$ cat src/rtl/axi_lite_bram_ctrl.sv
// ---------------------------------------------------------------------------
// axi_lite_bram_ctrl
//
// Purpose:
//   AXI4-Lite slave that maps its address space onto a single-port,
//   word-addressed block RAM with a one-cycle registered read. Only one
//   transaction is in flight at a time. A write is accepted only when its
//   address and data arrive together. A complete write pair has priority
//   over a read request that arrives in the same cycle.
//
// Optional feature:
//   AXIL_BRAM_RANGE_CHK_EN - when defined, a request whose byte address has
//   any bit set above the BRAM window is answered with SLVERR (2'b10). Such
//   a write never enables the BRAM, and such a read returns zero. Response
//   timing does not change. When undefined, the upper address bits are
//   ignored, so the BRAM aliases through the whole space, and every response
//   is OKAY.
//
// Ports:
//   clk, rst                  clock (rising edge), async active-high reset
//   s_aw*/s_w*/s_b*           AXI-Lite write address / data / response
//   s_ar*/s_r*                AXI-Lite read address / data
//   bram_we, bram_addr,       BRAM byte write enables, word address,
//   bram_din, bram_dout       write data, registered read data
// ---------------------------------------------------------------------------
module axi_lite_bram_ctrl #(
  parameter int ADDR_W      = 32,
  parameter int BRAM_ADDR_W = 10,
  parameter int DATA_W      = 32
) (
  input  logic                   clk,
  input  logic                   rst,
  input  logic [ADDR_W-1:0]      s_awaddr,
  input  logic                   s_awvalid,
  output logic                   s_awready,
  input  logic [DATA_W-1:0]      s_wdata,
  input  logic [DATA_W/8-1:0]    s_wstrb,
  input  logic                   s_wvalid,
  output logic                   s_wready,
  output logic [1:0]             s_bresp,
  output logic                   s_bvalid,
  input  logic                   s_bready,
  input  logic [ADDR_W-1:0]      s_araddr,
  input  logic                   s_arvalid,
  output logic                   s_arready,
  output logic [DATA_W-1:0]      s_rdata,
  output logic [1:0]             s_rresp,
  output logic                   s_rvalid,
  input  logic                   s_rready,
  output logic [DATA_W/8-1:0]    bram_we,
  output logic [BRAM_ADDR_W-1:0] bram_addr,
  output logic [DATA_W-1:0]      bram_din,
  input  logic [DATA_W-1:0]      bram_dout
);

  localparam int STRB_W = DATA_W / 8;
  localparam logic [1:0] RESP_OKAY   = 2'b00;
  localparam logic [1:0] RESP_SLVERR = 2'b10;

  typedef enum logic [2:0] {
    IDLE,
    WR_EXEC,
    WR_RESP,
    RD_EXEC,
    RD_CAP,
    RD_RESP
  } state_t;

  state_t r_state;
  state_t w_state_next;

  logic [ADDR_W-1:0] r_addr;
  logic [DATA_W-1:0] r_wdata;
  logic [STRB_W-1:0] r_wstrb;
  logic [DATA_W-1:0] r_rdata;
  logic [1:0]        r_bresp;
  logic [1:0]        r_rresp;

  logic w_wr_go;
  logic w_rd_go;
  logic w_oor;

  // The two byte-offset bits never select anything: the BRAM is word-wide.
  logic w_unused_addr_lsb;
  assign w_unused_addr_lsb = ^r_addr[1:0];

`ifdef AXIL_BRAM_RANGE_CHK_EN
  // Any address bit set above the BRAM window marks the request out of range.
  assign w_oor = |r_addr[ADDR_W-1:BRAM_ADDR_W+2];
`else
  // Upper bits are ignored, so the BRAM aliases through the address space.
  assign w_oor = 1'b0;
  logic w_unused_addr_msb;
  assign w_unused_addr_msb = ^r_addr[ADDR_W-1:BRAM_ADDR_W+2];
`endif

  // The same latched address serves both reads and writes. Only one
  // transaction is ever in flight.
  assign bram_addr = r_addr[BRAM_ADDR_W+1:2];
  assign bram_din  = r_wdata;

  // The valids decode straight from the state register. Reset therefore
  // drops them in the same instant that it forces IDLE.
  assign s_bvalid = (r_state == WR_RESP);
  assign s_rvalid = (r_state == RD_RESP);
  assign s_bresp  = r_bresp;
  assign s_rresp  = r_rresp;
  assign s_rdata  = r_rdata;

  always_comb begin
    w_state_next = r_state;
    s_awready    = 1'b0;
    s_wready     = 1'b0;
    s_arready    = 1'b0;
    bram_we      = '0;
    w_wr_go      = 1'b0;
    w_rd_go      = 1'b0;

    case (r_state)
      IDLE: begin
        // AW and W are accepted together or not at all. A complete write
        // pair beats a simultaneous read request.
        if (s_awvalid && s_wvalid) begin
          s_awready    = 1'b1;
          s_wready     = 1'b1;
          w_wr_go      = 1'b1;
          w_state_next = WR_EXEC;
        end else if (s_arvalid) begin
          s_arready    = 1'b1;
          w_rd_go      = 1'b1;
          w_state_next = RD_EXEC;
        end
      end
      WR_EXEC: begin
        if (!w_oor) begin
          bram_we = r_wstrb;
        end
        w_state_next = WR_RESP;
      end
      WR_RESP: begin
        if (s_bready) begin
          w_state_next = IDLE;
        end
      end
      RD_EXEC: begin
        // The address is presented in this state. The BRAM registers it on
        // the closing edge, so its data is valid during RD_CAP.
        w_state_next = RD_CAP;
      end
      RD_CAP: begin
        w_state_next = RD_RESP;
      end
      RD_RESP: begin
        if (s_rready) begin
          w_state_next = IDLE;
        end
      end
      default: begin
        w_state_next = IDLE;
      end
    endcase
  end

  always_ff @(posedge clk or posedge rst) begin
    if (rst) begin
      r_state <= IDLE;
      r_addr  <= '0;
      r_wdata <= '0;
      r_wstrb <= '0;
      r_rdata <= '0;
      r_bresp <= RESP_OKAY;
      r_rresp <= RESP_OKAY;
    end else begin
      r_state <= w_state_next;

      if (w_wr_go) begin
        r_addr  <= s_awaddr;
        r_wdata <= s_wdata;
        r_wstrb <= s_wstrb;
      end else if (w_rd_go) begin
        r_addr <= s_araddr;
      end

      // The response code is set once, on the way into WR_RESP. It then
      // holds for as long as the master stalls B.
      if (r_state == WR_EXEC) begin
        r_bresp <= w_oor ? RESP_SLVERR : RESP_OKAY;
      end

      // Read data and code are captured once. They hold through any R stall.
      if (r_state == RD_CAP) begin
        r_rdata <= w_oor ? '0 : bram_dout;
        r_rresp <= w_oor ? RESP_SLVERR : RESP_OKAY;
      end
    end
  end

endmodule

$ cat config.mk
export PLATFORM = sky130hd
export DESIGN_NAME = axi_lite_bram_ctrl
export DESIGN_NICKNAME = d
export VERILOG_FILES = /design/src/rtl/axi_lite_bram_ctrl.sv
export SDC_FILE = /design/constraint.sdc
export NUM_CORES = 1
export LEC_CHECK = 0
export ABC_AREA = 1
export BUFFER_PORTS_ARGS = -buffer_cell sky130_fd_sc_hd__buf_4
export CORE_ASPECT_RATIO = 1.25
export CORE_UTILIZATION = 37
export DETAILED_ROUTE_END_ITERATION = 8
export GPL_ROUTABILITY_DRIVEN = 0
export GPL_TIMING_DRIVEN = 0
export HOLD_SLACK_MARGIN = 0.12
export PLACE_DENSITY = 0.82
export SLEW_MARGIN = 20
export SYNTH_ARGS = -nofsm -noshare
export SYNTH_HDL_FRONTEND = slang
export SYNTH_SLANG_ARGS = --single-unit
$ cat constraint.sdc
create_clock -name clk -period 4.7 [get_ports clk]
set_input_delay 1.175 -clock clk [delete_from_list [all_inputs] [get_ports clk]]
set_output_delay 1.175 -clock clk [all_outputs]
set_load 0.02 [all_outputs]
==> reports/results.ini <==
[run_status]
status=finished, final reports clean

[clock_tree]
cts.clk_slew.worst_paths_ns=0.08
cts_hold_buf=0
cts_setup_buffers=0
cts_made_buffers=9
cts_max_level=3
clk_path_buf_depth=2
clock-sinks=81
cts-root-buf=clkbuf_8
cts_tree=built
clkLatencyLatePin_ns=0.34
cts.repair.resized=0

[critical_path]
arrival_ns=2.17
crit_required_ns=3.52
critPathMaxStageDelay_ns=0.24
critPathCaptureType=output pin
crit_top_cell=buf_4
reg2reg_from=r_state[2]$_DFFE_PP0P_
cp_num_buf_inv=4
crit_start=s_awvalid
critPathKind=in -> out
cp_top_family=buffers and inverters
slowest_stage=clkbuf_1
worstSetupStartpointType=input port
path_cells=buf_4 > nand2_1 > inv_1 > clkbuf_1 > nor3_1 > buf_4
cp_max_fo=10

[sta]
whs_ns=0.485
relSlewSlack_pct=65.9
max_clock_freq_mhz=299
final.period_utilization_pct=71.1
finClkSkew_ns=0.00504
finalCriticalPeriod_ns=3.34
hold_viol=0
setup_violations=0
maxSlewViolCount=0
worst_pin_slew_ns=0.512
tns_ns=0
rsz0062_at_grt=false

[finish]
area_delta_synth_final_pct=49.8
final_util_pct=58.2
fin_nets=749
layout-drive-gt1-share_pct=36.4
final_common_cell=nand2_1
final_area_sq_um=5140
mostFrequentLayoutCells=233 x nand2_1, 190 x buf_4, 81 x dfrtp_1
diodes=0

[global_routing]
grt_overflow_total=0
grt_pass1_wl_um=14000
grt_pass1_vias=3237
grtUsageTotal_pct=18.9
grt_max_degree=43
antenna_found_initial=0

[pwr]
totalPowerFinal_w=0.00336
powerDensity_nw_per_um2=653
leakage_nw=2.99
ir_drop_uv=341

[detailed_routing]
antenna_left=0
drc=0
drt-vias-per-instance=4.46
first_pass_iters=4
post_drt_wl_per_cell_um=12.2
drt_iter0_drc=134
wirelength_um=8980
vias=3275

[yosys]
ys_seq_elements=81
seq_area_frac_synth_pct=59.0
yosys_warnings=0
syn_inst=418
synth.distinct_cells=18
avgSynthCellArea_sq_um=8.22
syn-cell-area_sq_um=3430

[min_path]
min_from=s_rdata[20]$_DFFE_PP0N_
min_path_type=reg -> reg

[floorplan]
ioPinCount=226
dieArea_sq_um=9670
die_w_um=88.2
start_util_pct=38.8
rows=38
core_area_sq_um=8840
die_h_um=110

[placed_design]
io_buffers=177
place_hpwl_um=6970
dpl-instance-area_sq_um=4950

[run]
drv_cap=0

-- cell families (layout without fill, tap and decap cells) --
logic type,after synthesis,after routing,synth area share [%]
simple gates,272,272,31.9
buf+inv,58,252,8.05
other cells,1,4,0.109
compound gates,6,6,0.874
flops,81,81,59.0
-- worst reg2reg max path, cell delays in order (launching register included) --
cell	delay, ns
dfrtp_1	0.44
inv_2	0.13
clkbuf_1	0.38
nand4_1	0.18
nand3_1	0.12
nand2_1	0.05
-- final timing paths --
kind                                                end  slack (ns)  cells after the start
worst min register to register  s_rdata[20]$_DFFE_PP0N_        0.48                      2
worst max register to register    r_addr[7]$_DFFE_PP0P_        3.29                      5
worst min-delay path            s_rdata[20]$_DFFE_PP0N_        0.48                      2
min in group asynchronous       s_rdata[11]$_DFFE_PP0N_        0.87                      2
max in group asynchronous        r_addr[11]$_DFFE_PP0P_        3.24                      3
worst max-delay path                          s_arready        1.36                      6
-- synthesized netlist by cell type, drive strengths merged --
master / number / area share [%]
nand2: 235 / 26
dfrtp: 81 / 59
inv: 35 / 3.8
buf: 21 / 4.0
nand3: 13 / 2.3
nand4: 12 / 2.2
nor2: 10 / 1.4
o21ai: 6 / 0.87
clkbuf: 2 / 0.22
nor3: 2 / 0.29
conb: 1 / 0.11
-- layout make-up --
| class | instances | area, sq um |
|---|---|---|
| plain buffers | 23 | 145 |
| clock buffers | 11 | 141 |
| clock inverters | 5 | 55.1 |
| fillers | 796 | 3700 |
| inverters | 35 | 134 |
| multi-input cells | 282 | 1140 |
| flip-flops and latches | 81 | 2030 |
| well taps | 120 | 150 |
| repair buffers | 178 | 1350 |
-- flip-flops by register name, indices dropped and copies added, names as in the netlist --
register  count
bram_din     32
r_wstrb       4
r_addr       10
r_state       3
s_rdata      32
-- layer usage --
metal | wire (um) | GRT usage, % | vias up
met5 | 0 | 0 | -
li1 | - | - | 1639
met4 | 213 | 10.0 | 0
met2 | 4700 | 33.8 | 125
met1 | 3510 | 20.9 | 1491
met3 | 559 | 3.90 | 20
-- power breakdown --
group | internal [W] | switching [W] | total [W]
sequential | 0.00103 | 0.000198 | 0.00123
combinational | 0.000681 | 0.000950 | 0.00163
clock | 0.000258 | 0.000242 | 0.000500
total | 0.00197 | 0.00139 | 0.00336
-- stage by stage --
step           setup WS [ns]  instances
6_report                1.36        735
5_1_grt                 1.25        735
4_1_cts                 1.34        735
3_5_place_dp            1.34        719
3_3_place_gp           0.530        718
2_1_floorplan           1.44        421
Power figures use the tool's default switching activity.
